**config.mk**
```make
export PLATFORM = sky130hd
export DESIGN_NAME = ibex_neur_issue
export DESIGN_NICKNAME = d
export VERILOG_FILES = /design/src/rtl/ibex_neur_issue_pkg.sv /design/src/rtl/ibex_neur_lane_unpack.sv /design/src/rtl/ibex_neur_issue.sv
export SDC_FILE = /design/constraint.sdc
export NUM_CORES = 1
export LEC_CHECK = 0
export CORE_MARGIN = 1.5
export CORE_UTILIZATION = 45
export DETAILED_ROUTE_END_ITERATION = 7
export HOLD_SLACK_MARGIN = 0.03
export PLACE_DENSITY_LB_ADDON = 0.08
export RECOVER_POWER = 50
export SYNTH_ARGS = -nofsm -noshare
export SYNTH_HDL_FRONTEND = slang
export SYNTH_SLANG_ARGS = --single-unit
```
**constraint.sdc**
```tcl
create_clock -name clk_i -period 2.55 [get_ports clk_i]
set_input_delay 0.255 -clock clk_i [delete_from_list [all_inputs] [get_ports clk_i]]
set_output_delay 0.255 -clock clk_i [all_outputs]
set_load 0.005 [all_outputs]
```
**src/rtl/ibex_neur_issue_pkg.sv**
```systemverilog
// ibex_neur_issue_pkg
//   Shared types and constants for the neural multiply initiator:
//   lane precision encoding, issue FSM states, the multiplier mode
//   constant and the pass-count helper.
package ibex_neur_issue_pkg;

  // Lane precision as seen on prec_i.
  typedef enum logic [1:0] {
    PREC_16 = 2'd0,  // 2 lanes of 16 bits
    PREC_8  = 2'd1,  // 4 lanes of 8 bits
    PREC_4  = 2'd2,  // 8 lanes of 4 bits
    PREC_2  = 2'd3   // 16 lanes of 2 bits
  } prec_e;

  typedef enum logic [1:0] {
    ST_IDLE  = 2'd0,
    ST_ISSUE = 2'd1,
    ST_DONE  = 2'd2
  } issue_state_e;

  // Signed four-lane dot-product path. Mode 0 would select the unsigned path.
  localparam logic [1:0] NEUR_MODE_SIGNED = 2'b01;

  // Number of 4-slot multiplier passes needed to cover every lane.
  function automatic logic [2:0] passes_for(prec_e prec);
    logic [2:0] n;
    unique case (prec)
      PREC_16: n = 3'd1;
      PREC_8:  n = 3'd1;
      PREC_4:  n = 3'd2;
      PREC_2:  n = 3'd4;
      default: n = 3'd1;
    endcase
    return n;
  endfunction

endpackage

```
**src/rtl/ibex_neur_lane_unpack.sv**
```systemverilog
// ibex_neur_lane_unpack
//   Combinational lane extractor. Selects the four lanes belonging to the
//   current pass from the packed operands and sign-extends each to 16 bits.
// Ports:
//   op_a_i, op_b_i  packed activations / weights
//   prec_i          lane precision
//   pass_i          pass index (lanes 4*pass .. 4*pass+3)
//   oper_a*_o, oper_b*_o  slot operands 0..3
module ibex_neur_lane_unpack
  import ibex_neur_issue_pkg::*;
(
  input  logic [31:0] op_a_i,
  input  logic [31:0] op_b_i,
  input  prec_e       prec_i,
  input  logic [1:0]  pass_i,
  output logic [15:0] oper_a0_o,
  output logic [15:0] oper_a1_o,
  output logic [15:0] oper_a2_o,
  output logic [15:0] oper_a3_o,
  output logic [15:0] oper_b0_o,
  output logic [15:0] oper_b1_o,
  output logic [15:0] oper_b2_o,
  output logic [15:0] oper_b3_o
);

  logic [15:0] slot_a [4];
  logic [15:0] slot_b [4];
  // Operands shifted so the current pass's lanes sit at bit 0.
  logic [15:0] a_sh;
  logic [15:0] b_sh;

  always_comb begin
    for (int unsigned s = 0; s < 4; s++) begin
      slot_a[s] = '0;
      slot_b[s] = '0;
    end
    a_sh = '0;
    b_sh = '0;
    unique case (prec_i)
      PREC_16: begin
        // Only two lanes exist; slots 2 and 3 stay zero.
        slot_a[0] = op_a_i[15:0];
        slot_a[1] = op_a_i[31:16];
        slot_b[0] = op_b_i[15:0];
        slot_b[1] = op_b_i[31:16];
      end
      PREC_8: begin
        for (int unsigned s = 0; s < 4; s++) begin
          slot_a[s] = {{8{op_a_i[8*s+7]}}, op_a_i[8*s +: 8]};
          slot_b[s] = {{8{op_b_i[8*s+7]}}, op_b_i[8*s +: 8]};
        end
      end
      PREC_4: begin
        // Each pass consumes 16 bits of each operand.
        a_sh = 16'(op_a_i >> {pass_i, 4'b0000});
        b_sh = 16'(op_b_i >> {pass_i, 4'b0000});
        for (int unsigned s = 0; s < 4; s++) begin
          slot_a[s] = {{12{a_sh[4*s+3]}}, a_sh[4*s +: 4]};
          slot_b[s] = {{12{b_sh[4*s+3]}}, b_sh[4*s +: 4]};
        end
      end
      PREC_2: begin
        // Each pass consumes 8 bits of each operand.
        a_sh = 16'(op_a_i >> {pass_i, 3'b000});
        b_sh = 16'(op_b_i >> {pass_i, 3'b000});
        for (int unsigned s = 0; s < 4; s++) begin
          slot_a[s] = {{14{a_sh[2*s+1]}}, a_sh[2*s +: 2]};
          slot_b[s] = {{14{b_sh[2*s+1]}}, b_sh[2*s +: 2]};
        end
      end
      default: ;
    endcase
  end

  assign oper_a0_o = slot_a[0];
  assign oper_a1_o = slot_a[1];
  assign oper_a2_o = slot_a[2];
  assign oper_a3_o = slot_a[3];
  assign oper_b0_o = slot_b[0];
  assign oper_b1_o = slot_b[1];
  assign oper_b2_o = slot_b[2];
  assign oper_b3_o = slot_b[3];

endmodule

```
**src/rtl/ibex_neur_issue.sv**
```systemverilog
// ibex_neur_issue
//   Initiator side of the mixed-precision neural multiply interface.
//   Accepts a packed operand pair, drives the 4-lane signed dot-product port
//   for 1-4 passes, accumulates the partial sums and returns the accumulator
//   through a valid/ready response.
// Ports:
//   clk_i, rst_ni                    clock, async active-low reset
//   req_valid_i/req_ready_o          request handshake (accepted in IDLE only)
//   prec_i, op_a_i, op_b_i, acc_clr_i  request payload
//   flush_i                          abort in-flight request, restore accumulator
//   rsp_valid_o/rsp_ready_i/rsp_data_o response handshake
//   neur_*                           multiplier dot-product port
// Configuration:
//   NEUR_ISSUE_SAT_EN  when defined, each accumulation saturates to the
//                      signed 32-bit range instead of wrapping.
module ibex_neur_issue
  import ibex_neur_issue_pkg::*;
#(
  parameter int unsigned ACC_W = 32  // only 32 supported
) (
  input  logic             clk_i,
  input  logic             rst_ni,
  input  logic             req_valid_i,
  output logic             req_ready_o,
  input  logic [1:0]       prec_i,
  input  logic [31:0]      op_a_i,
  input  logic [31:0]      op_b_i,
  input  logic             acc_clr_i,
  input  logic             flush_i,
  output logic             rsp_valid_o,
  input  logic             rsp_ready_i,
  output logic [ACC_W-1:0] rsp_data_o,
  output logic [1:0]       neur_mode_o,
  output logic             neur_mul_en_o,
  output logic [15:0]      neur_oper_a0_o,
  output logic [15:0]      neur_oper_a1_o,
  output logic [15:0]      neur_oper_a2_o,
  output logic [15:0]      neur_oper_a3_o,
  output logic [15:0]      neur_oper_b0_o,
  output logic [15:0]      neur_oper_b1_o,
  output logic [15:0]      neur_oper_b2_o,
  output logic [15:0]      neur_oper_b3_o,
  input  logic [31:0]      neur_mul_res_i,
  input  logic             neur_mul_valid_i
);

  issue_state_e     state_q;
  logic [ACC_W-1:0] acc_q;
  logic [ACC_W-1:0] snap_q;    // accumulator before the in-flight request
  logic [31:0]      op_a_q;
  logic [31:0]      op_b_q;
  prec_e            prec_q;
  logic [1:0]       pass_q;

  logic             issuing;
  logic             last_pass;
  logic [ACC_W-1:0] acc_sum;
  logic [15:0]      slot_a0, slot_a1, slot_a2, slot_a3;
  logic [15:0]      slot_b0, slot_b1, slot_b2, slot_b3;

  assign issuing   = (state_q == ST_ISSUE);
  assign last_pass = ({1'b0, pass_q} == (passes_for(prec_q) - 3'd1));

`ifdef NEUR_ISSUE_SAT_EN
  // A 33-bit signed sum overflows exactly when its top two bits differ.
  logic [ACC_W:0] wide_sum;
  assign wide_sum = {acc_q[ACC_W-1], acc_q} + {neur_mul_res_i[31], neur_mul_res_i};
  always_comb begin
    if (wide_sum[ACC_W] != wide_sum[ACC_W-1]) begin
      acc_sum = wide_sum[ACC_W] ? {1'b1, {(ACC_W-1){1'b0}}}
                                : {1'b0, {(ACC_W-1){1'b1}}};
    end else begin
      acc_sum = wide_sum[ACC_W-1:0];
    end
  end
`else
  assign acc_sum = acc_q + neur_mul_res_i;
`endif

  ibex_neur_lane_unpack u_unpack (
    .op_a_i    (op_a_q),
    .op_b_i    (op_b_q),
    .prec_i    (prec_q),
    .pass_i    (pass_q),
    .oper_a0_o (slot_a0),
    .oper_a1_o (slot_a1),
    .oper_a2_o (slot_a2),
    .oper_a3_o (slot_a3),
    .oper_b0_o (slot_b0),
    .oper_b1_o (slot_b1),
    .oper_b2_o (slot_b2),
    .oper_b3_o (slot_b3)
  );

  always_ff @(posedge clk_i or negedge rst_ni) begin
    if (!rst_ni) begin
      state_q <= ST_IDLE;
      acc_q   <= '0;
      snap_q  <= '0;
      op_a_q  <= '0;
      op_b_q  <= '0;
      prec_q  <= PREC_16;
      pass_q  <= '0;
    end else begin
      unique case (state_q)
        ST_IDLE: begin
          // flush_i has no effect here.
          if (req_valid_i) begin
            op_a_q <= op_a_i;
            op_b_q <= op_b_i;
            prec_q <= prec_e'(prec_i);
            pass_q <= '0;
            snap_q <= acc_q;
            if (acc_clr_i) acc_q <= '0;
            state_q <= ST_ISSUE;
          end
        end
        ST_ISSUE: begin
          if (flush_i) begin
            acc_q   <= snap_q;
            state_q <= ST_IDLE;
          end else if (neur_mul_valid_i) begin
            acc_q <= acc_sum;
            if (last_pass) begin
              state_q <= ST_DONE;
            end else begin
              pass_q <= pass_q + 2'd1;
            end
          end
        end
        ST_DONE: begin
          if (flush_i) begin
            acc_q   <= snap_q;
            state_q <= ST_IDLE;
          end else if (rsp_ready_i) begin
            state_q <= ST_IDLE;
          end
        end
        default: state_q <= ST_IDLE;
      endcase
    end
  end

  assign req_ready_o   = (state_q == ST_IDLE);
  assign rsp_valid_o   = (state_q == ST_DONE);
  assign rsp_data_o    = (state_q == ST_DONE) ? acc_q : '0;
  assign neur_mode_o   = NEUR_MODE_SIGNED;
  assign neur_mul_en_o = issuing;

  assign neur_oper_a0_o = issuing ? slot_a0 : '0;
  assign neur_oper_a1_o = issuing ? slot_a1 : '0;
  assign neur_oper_a2_o = issuing ? slot_a2 : '0;
  assign neur_oper_a3_o = issuing ? slot_a3 : '0;
  assign neur_oper_b0_o = issuing ? slot_b0 : '0;
  assign neur_oper_b1_o = issuing ? slot_b1 : '0;
  assign neur_oper_b2_o = issuing ? slot_b2 : '0;
  assign neur_oper_b3_o = issuing ? slot_b3 : '0;

endmodule

```
==> run_results.csv, run 1 <==
group,metric,value,unit
outcome,status,"finished, violations left",
outcome,violations,"negative setup slack",
synthesis,yosysSeqAreaShare,34.4,%
floorplan,die_w,150,um
synthesis,postSynthAreaPerCell,9.21,um2
timing,rsz0062_at_grt,"yes",
synthesis,synth_edf_count,0,
timing,worstMarginPinSlew,1500,ps
cts,htree_levels,4,
flow_run,drv_cap,0,
timing,post-route-period-util,106,%
worst_setup_path,cp_num_buf_inv,4,
placement,hpwl,22500,um
drt,drc_errors,0,
drt,drtPass1Iterations,5,
power_and_ir_drop,max-vdd-ir-drop,0.000706,V
cts,cts_inserted_buffers,17,
cts,clock-sinks,134,
drt,vias,9973,
layout,final_area,14900,um2
worst_setup_path,critPathMaxFanout,14,
layout,fin_nets,1568,
synthesis,ys_seq_elements,134,
worst_setup_path,crit_type,"reg2out",
floorplan,core_area,21200,um2
power_and_ir_drop,p_per_area,1310,nW/um2
timing,fin_crit,2710,ps
timing,hold_viol,0,
floorplan,rows,53,
placement,place.gp.congestion,0.951,
layout,post-route-util,70.5,%
drt,wirelength,34400,um
worst_setup_path,cp_data_required_time,2300,ps
floorplan,die_h,150,um
grt,grt_pass1_vias,9428,
synthesis,synth_cells,1057,
power_and_ir_drop,p_leak,7.16,nW
placement,io_buffers,267,
drt,final_antenna_net_count,0,
synthesis,synth_async_sr_flop_share,100,%
floorplan,start_util,46.0,%
worst_setup_path,startpoint_type,"flop",
timing,timing.final.ws_setup,-161,ps
power_and_ir_drop,totalPowerFinal,19.6,mW
synthesis,yosys_warnings,0,
synthesis,synth_area,9740,um2
placement,place_area,13200,um2
cts,clk_pin_slew,60,ps
worst_setup_path,cp-end-kind,"output pin",
drt,via_per_inst,5.82,
cts,cts_tree,"built",
synthesis,synth_cell_types,73,
grt,grt_antenna_before_repair,0,
drt,drt_iter0_drc,685,
worst_setup_path,max_stage_delay,420,ps
layout,areaGrowthSynthToFinish,53.2,%
timing,fmax,369,MHz
synthesis,synthFlopType,"dfrtp_1",
worst_setup_path,path_cells,"buf_12 > mux2i_1 > o22a_1 > o21ai_4 > o21a_1 > buf_12 > buf_8 > o21a_1 > clkbuf_2",
cts,cts_root_buffer,"clkbuf_16",
hold_path,hp-class,"in2reg",
grt,grt_overflow,0,
timing,fin_skew,11.3,ps
worst_setup_path,worst_ep_arrival_time,2460,ps
grt,grt_use_total,28.3,%
timing,setup-violations-final,34,
timing,relSlewSlack,0.327,%
grt,grt_pass1_wl,49700,um
floorplan,pin_count,270,
cts,clk_latency,430,ps
layout,diodes,0,
layout,layout-drive-gt1-share,36.3,%
worst_setup_path,cpMaxStageDelayCell,"dfrtp_2",
floorplan,floorplan.die_area,22500,um2
drt,wl_per_cell,20.1,um
grt,grt_max_degree,76,
synthesis,syn-num-nets,1198,
worst_setup_path,crit_family,"compound AO/OA/AOI/OAI gates",
timing,slew_viol_final,0,
cts,clock_path_buffers,2,
-- layer usage --
metal / global-route usage (%) / part of all wire, % / vias to the layer above
met5: 0 / 0 / -
met4: 10.9 / 3.1 / 0
met2: 50.2 / 51 / 435
met3: 4.76 / 6.2 / 88
met1: 34.1 / 39 / 4853
li1: - / - / 4597
-- area by class of cell --
cell class / count / area, um2
clock buffer: 18 / 439
clock inverter: 14 / 195
fill: 1574 / 6230
inverter: 18 / 67.6
multi-input combinational: 794 / 6380
sequential: 134 / 3360
tap: 275 / 344
timing repair buffer: 462 / 4140
-- final timing paths --
path / startpoint / endpoint / slack (ps) / cells after the start
max: pass_q[0] / neur_oper_a0_o[14] / -160 / 9
min: op_a_i[12] / op_a_q[12] / 430 / 2
max reg2reg: acc_q[0] / acc_q[24] / -100 / 11
min reg2reg: snap_q[14] / snap_q[14] / 500 / 1
max in group asynchronous: rst_ni / prec_q[0] / 290 / 3
min in group asynchronous: rst_ni / snap_q[3] / 710 / 2
-- Yosys cell counts (all sizes together) (5+ instances only) --
cell	instances	area, um2
nor2b	29	181
a22oi	11	82.6
xnor2	15	131
clkbuf	51	191
o22ai	18	113
and3	17	106
nand2	54	203
mux2i	27	270
o2bb2ai	5	43.8
a221oi	9	78.8
xor2	10	87.6
o21bai	6	45.0
inv	18	67.6
o21ai	59	295
a211oi	10	85.1
a22o	5	43.8
ha	35	438
and2	35	219
a31oi	5	31.3
dfrtp	134	3350
o221a	7	78.8
nor2	59	221
nand3	16	80.1
nor3	11	60.1
buf	60	374
nand4	8	50.1
mux2	112	1260
a21oi	116	584
o21a	38	287
a21o	26	195
-- where the power goes --
group	total (mW)	switching, mW	internal, mW
combinational	12.6	6.00	6.56
clock	2.70	1.03	1.67
sequential	4.33	1.24	3.09
-- flip-flops by register name (all words and copies together), names as in the netlist --
register,flops
acc_q,32
op_a_q,32
op_b_q,32
snap_q,32
pass_q,2
prec_q,2
state_q,2
-- placed cells by master (no fill, tap or decap), drive strengths merged, types with 22 or more instances in the layout --
cell type / Yosys / routed
buf: 60 / 209
mux2: 112 / 112
ha: 35 / 35
clkdlybuf4s50: 0 / 138
nand2: 54 / 54
a21o: 26 / 26
nor2: 59 / 59
dlymetal6s2s: 0 / 22
nor2b: 29 / 29
and2: 35 / 35
o21a: 38 / 38
a21oi: 116 / 116
mux2i: 27 / 27
inv: 18 / 22
dfrtp: 134 / 134
clkbuf: 51 / 85
o21ai: 59 / 59
-- through the flow --
stage	worst slack [ps]	setup TNS, ps	hold slack, ps	std cells
5_1_grt	-218	-8000	428	1715
2_1_floorplan	11.4	0	-40.6	1057
6_report	-161	-2290	435	1715
4_1_cts	-215	-9170	370	1687
3_5_place_dp	-483	-7190	262	1604
3_3_place_gp	-422	-5800	261	1604
-- cells by family (layout without fill, tap and decap cells) --
group                      Yosys count  after routing  synth area share (%)
DFF                                134            134                  34.4
other                                2              2                0.0771
xor gates and xnor gates            25             25                  2.25
AOI/OAI and AO/OA                  350            350                  23.8
adders and majority gates           36             36                  4.70
and+or+nand+nor                    242            242                  12.5
buffers and inverters              129            512                  6.50
muxes                              139            139                  15.7
-- what timing repair did --
| action | CTS | global route |
|---|---|---|
| buffers inserted | 44 | 27 |
| hold buffers | 1 | 0 |
| pin swaps | 21 | 39 |
| resized for setup | 230 | 271 |
| setup endpoints to repair | 142 | 149 |
| endpoints found under the hold margin | 51 | 0 |
| gates cloned | 7 | 3 |
(Power assumes the default switching activity.)
==> run 2: changes to the inputs <==
--- a/config.mk
+++ b/config.mk
@@ -11,6 +11,8 @@
 export HOLD_SLACK_MARGIN = 0.03
 export PLACE_DENSITY_LB_ADDON = 0.08
 export RECOVER_POWER = 50
+export REMOVE_ABC_BUFFERS = 1
+export SLEW_MARGIN = 20
 export SYNTH_ARGS = -nofsm -noshare
 export SYNTH_HDL_FRONTEND = slang
 export SYNTH_SLANG_ARGS = --single-unit
==> run 2 against run 1 <==
The run ends with max-capacitance violations, max-slew violations, negative setup slack left. Clock power fell by 13%. Sequential cell count did not move. Non-clock buffer count rose by 20. Sequential share of layout area rose by 0.10 points. Combinational power barely moved. Sequential power barely moved. Utilization fell by 0.29 points. Final area fell by 0.41%. Worst hold slack improved by 0.84 ps. Largest cell class unchanged. Highest routed layer unchanged.
==> run_results.csv, run 2 (synthesized netlist as in run 1, its figures left out) <==
group,metric,value,unit
drt,wl_per_cell,20.1,um
hold_path,hp-class,"in2reg",
cts,cts_tree,"built",
hold_path,holdPathStages,2,
worst_setup_path,r2r_cells,10,
drt,final_antenna_net_count,0,
floorplan,floorplan.die_area,22500,um2
drt,drtPass1Iterations,7,
power_and_ir_drop,cell_internal_pwr,11.0,mW
timing,post-route-period-util,109,%
cts,htree_levels,4,
power_and_ir_drop,sw_frac_of_total,43.0,%
layout,diodes,0,
outcome,violations,"max-capacitance violations, max-slew violations, negative setup slack",
worst_setup_path,cp_num_buf_inv,6,
power_and_ir_drop,power_frac_clock,12.1,%
placement,io_buffers,267,
drt,vias,10200,
floorplan,start_util,46.0,%
outcome,status,"finished, violations left",
worst_setup_path,path_cells,"buf_12 > clkbuf_16 > buf_8 > a21oi_2 > o22ai_2 > buf_4 > buf_6 > a221oi_2 > nor2_1 > dlygate4sd2_1",
cts,cts_root_buffer,"clkbuf_16",
timing,fin_skew,6.04,ps
worst_setup_path,reg2reg_slack,20,ps
placement,place_ws,-555,ps
drt,drt_iter0_drc,700,
timing,timing.final.ws_setup,-232,ps
grt,grt_pass1_vias,9673,
power_and_ir_drop,pwr-share-seq,22.3,%
worst_setup_path,rr_endpoint,"acc_q[13]",
cts,clk_latency,430,ps
layout,layout.cells.most_common,"buf_4",
grt,grt_antenna_before_repair,0,
worst_setup_path,startpoint_type,"flop",
timing,fmax,359,MHz
worst_setup_path,worst_ep_arrival_time,2530,ps
timing,slew_viol_final,66,
worst_setup_path,crit_cells,10,
drt,wirelength,35000,um
floorplan,pin_count,270,
worst_setup_path,crit_type,"reg2out",
worst_setup_path,critPathMaxFanout,7,
drt,via_per_inst,5.86,
floorplan,die_w,150,um
grt,grt_pass1_wl,51900,um
floorplan,rows,53,
worst_setup_path,cpMaxStageDelayCell,"dfrtp_2",
timing,rsz0062_at_grt,"yes",
worst_setup_path,cp_data_required_time,2300,ps
timing,fin_crit,2780,ps
hold_path,holdPathEnd,"op_b_q[23]",
hold_path,hp-start,"op_b_i[23]",
power_and_ir_drop,p_leak,6.98,nW
power_and_ir_drop,netSwitchingPower,8.29,mW
timing,whs,436,ps
floorplan,core_area,21200,um2
cts,clock-sinks,134,
timing,relSlewSlack,-13.4,%
flow_run,drv_cap,1,
worst_setup_path,max_stage_delay,470,ps
layout,areaGrowthSynthToFinish,52.6,%
layout,fin_nets,1588,
grt,grt_use_total,29.5,%
worst_setup_path,cp-end-kind,"output pin",
worst_setup_path,timing.rr.start,"acc_q[0]",
floorplan,die_h,150,um
cts,clock_path_buffers,2,
timing,worstMarginPinSlew,1700,ps
placement,hpwl,22700,um
drt,drc_errors,0,
cts,clk_pin_slew,60,ps
layout,layout-drive-gt1-share,37.3,%
grt,grt_max_degree,66,
power_and_ir_drop,pwr-share-comb,65.5,%
grt,grt_overflow,0,
power_and_ir_drop,p_per_area,1300,nW/um2
timing,setup-violations-final,60,
layout,layout_common_cells,"buf_4 (158), clkdlybuf4s50_1 (138), dfrtp_1 (129)",
timing,hold_viol,0,
worst_setup_path,crit_family,"buffers and inverters",
power_and_ir_drop,max-vdd-ir-drop,0.000630,V
placement,place.gp.congestion,0.886,
cts,cts_inserted_buffers,17,
-- run 2: changes by cell type in the layout (fill, tap and decap cells not counted), moves of 5 or more --
cell | previous run | this run
clkbuf_2 | 62 | 49
o21ai_0 | 40 | 45
dlygate4sd2_1 | 10 | 41
nor2b_4 | 2 | 8
dlymetal6s2s_1 | 22 | 2
buf_4 | 136 | 158
buf_6 | 28 | 37
a21oi_2 | 11 | 21
clkdlybuf4s15_1 | 12 | 7
a21oi_1 | 98 | 88
a221oi_2 | 1 | 7
a221oi_1 | 8 | 2
-- run 2: area by class of cell --
| type | count | area [um2] |
|---|---|---|
| inverter | 18 | 67.6 |
| clock inverter | 9 | 77.6 |
| fill | 1656 | 6290 |
| clock buffer | 23 | 468 |
| sequential | 134 | 3360 |
| tap | 275 | 344 |
| timing repair buffer | 482 | 4170 |
| multi-input combinational | 794 | 6380 |
-- run 2: what timing repair did --
action	in CTS	in global routing
resized for setup	228	271
cloned	4	3
pin swaps	24	31
hold buffers	1	0
endpoints found under the hold margin	63	0
setup buffers	44	35
setup endpoints to repair	138	139
-- run 2: stage by stage --
stage	instances	util, %	cell area (um2)	power, mW	TNS (ps)
finish	1735	70.3	14900	19.3	-4580
global route	1735	70.3	14900	20.4	-16930
CTS	1701	68.3	14500	17.9	-4300
detailed placement	1620	62.8	13300	14.8	-7600
global placement	1620	62.8	13300	14.6	-6270
floorplan	946	-	9170	9.57	-180230
-- run 2: routing by layer --
| metal | part of all wire (%) | global-route usage [%] | routed length [um] | vias up |
|---|---|---|---|---|
| met4 | 2.1 | 7.84 | 735 | 0 |
| met2 | 51 | 51.8 | 17800 | 473 |
| met3 | 7.2 | 5.09 | 2500 | 73 |
| li1 | - | - | - | 4620 |
| met5 | 0 | 0 | 0 | - |
| met1 | 40 | 37.3 | 14000 | 4996 |
-- run 2: worst max-delay path by stage --
stage / start / endpoint / slack (ps)
floorplan: state_q[1] / acc_q[27] / -1390
global placement: neur_mul_res_i[0] / acc_q[22] / -520
detailed placement: neur_mul_res_i[0] / acc_q[22] / -560
CTS: pass_q[1] / neur_oper_b1_o[11] / -260
global route: pass_q[0] / neur_oper_a2_o[2] / -290
finish: pass_q[0] / neur_oper_a2_o[2] / -230
-- run 2: power by group through the flow --
stage	Clock [mW]	Sequential, mW	Combinational [mW]
final	2.34	4.31	12.6
after global routing	2.45	4.44	13.5
after CTS	2.35	4.16	11.4
after detailed placement	0	4.14	10.6
after global placement	0	4.13	10.5
after floorplan	0	3.90	5.67
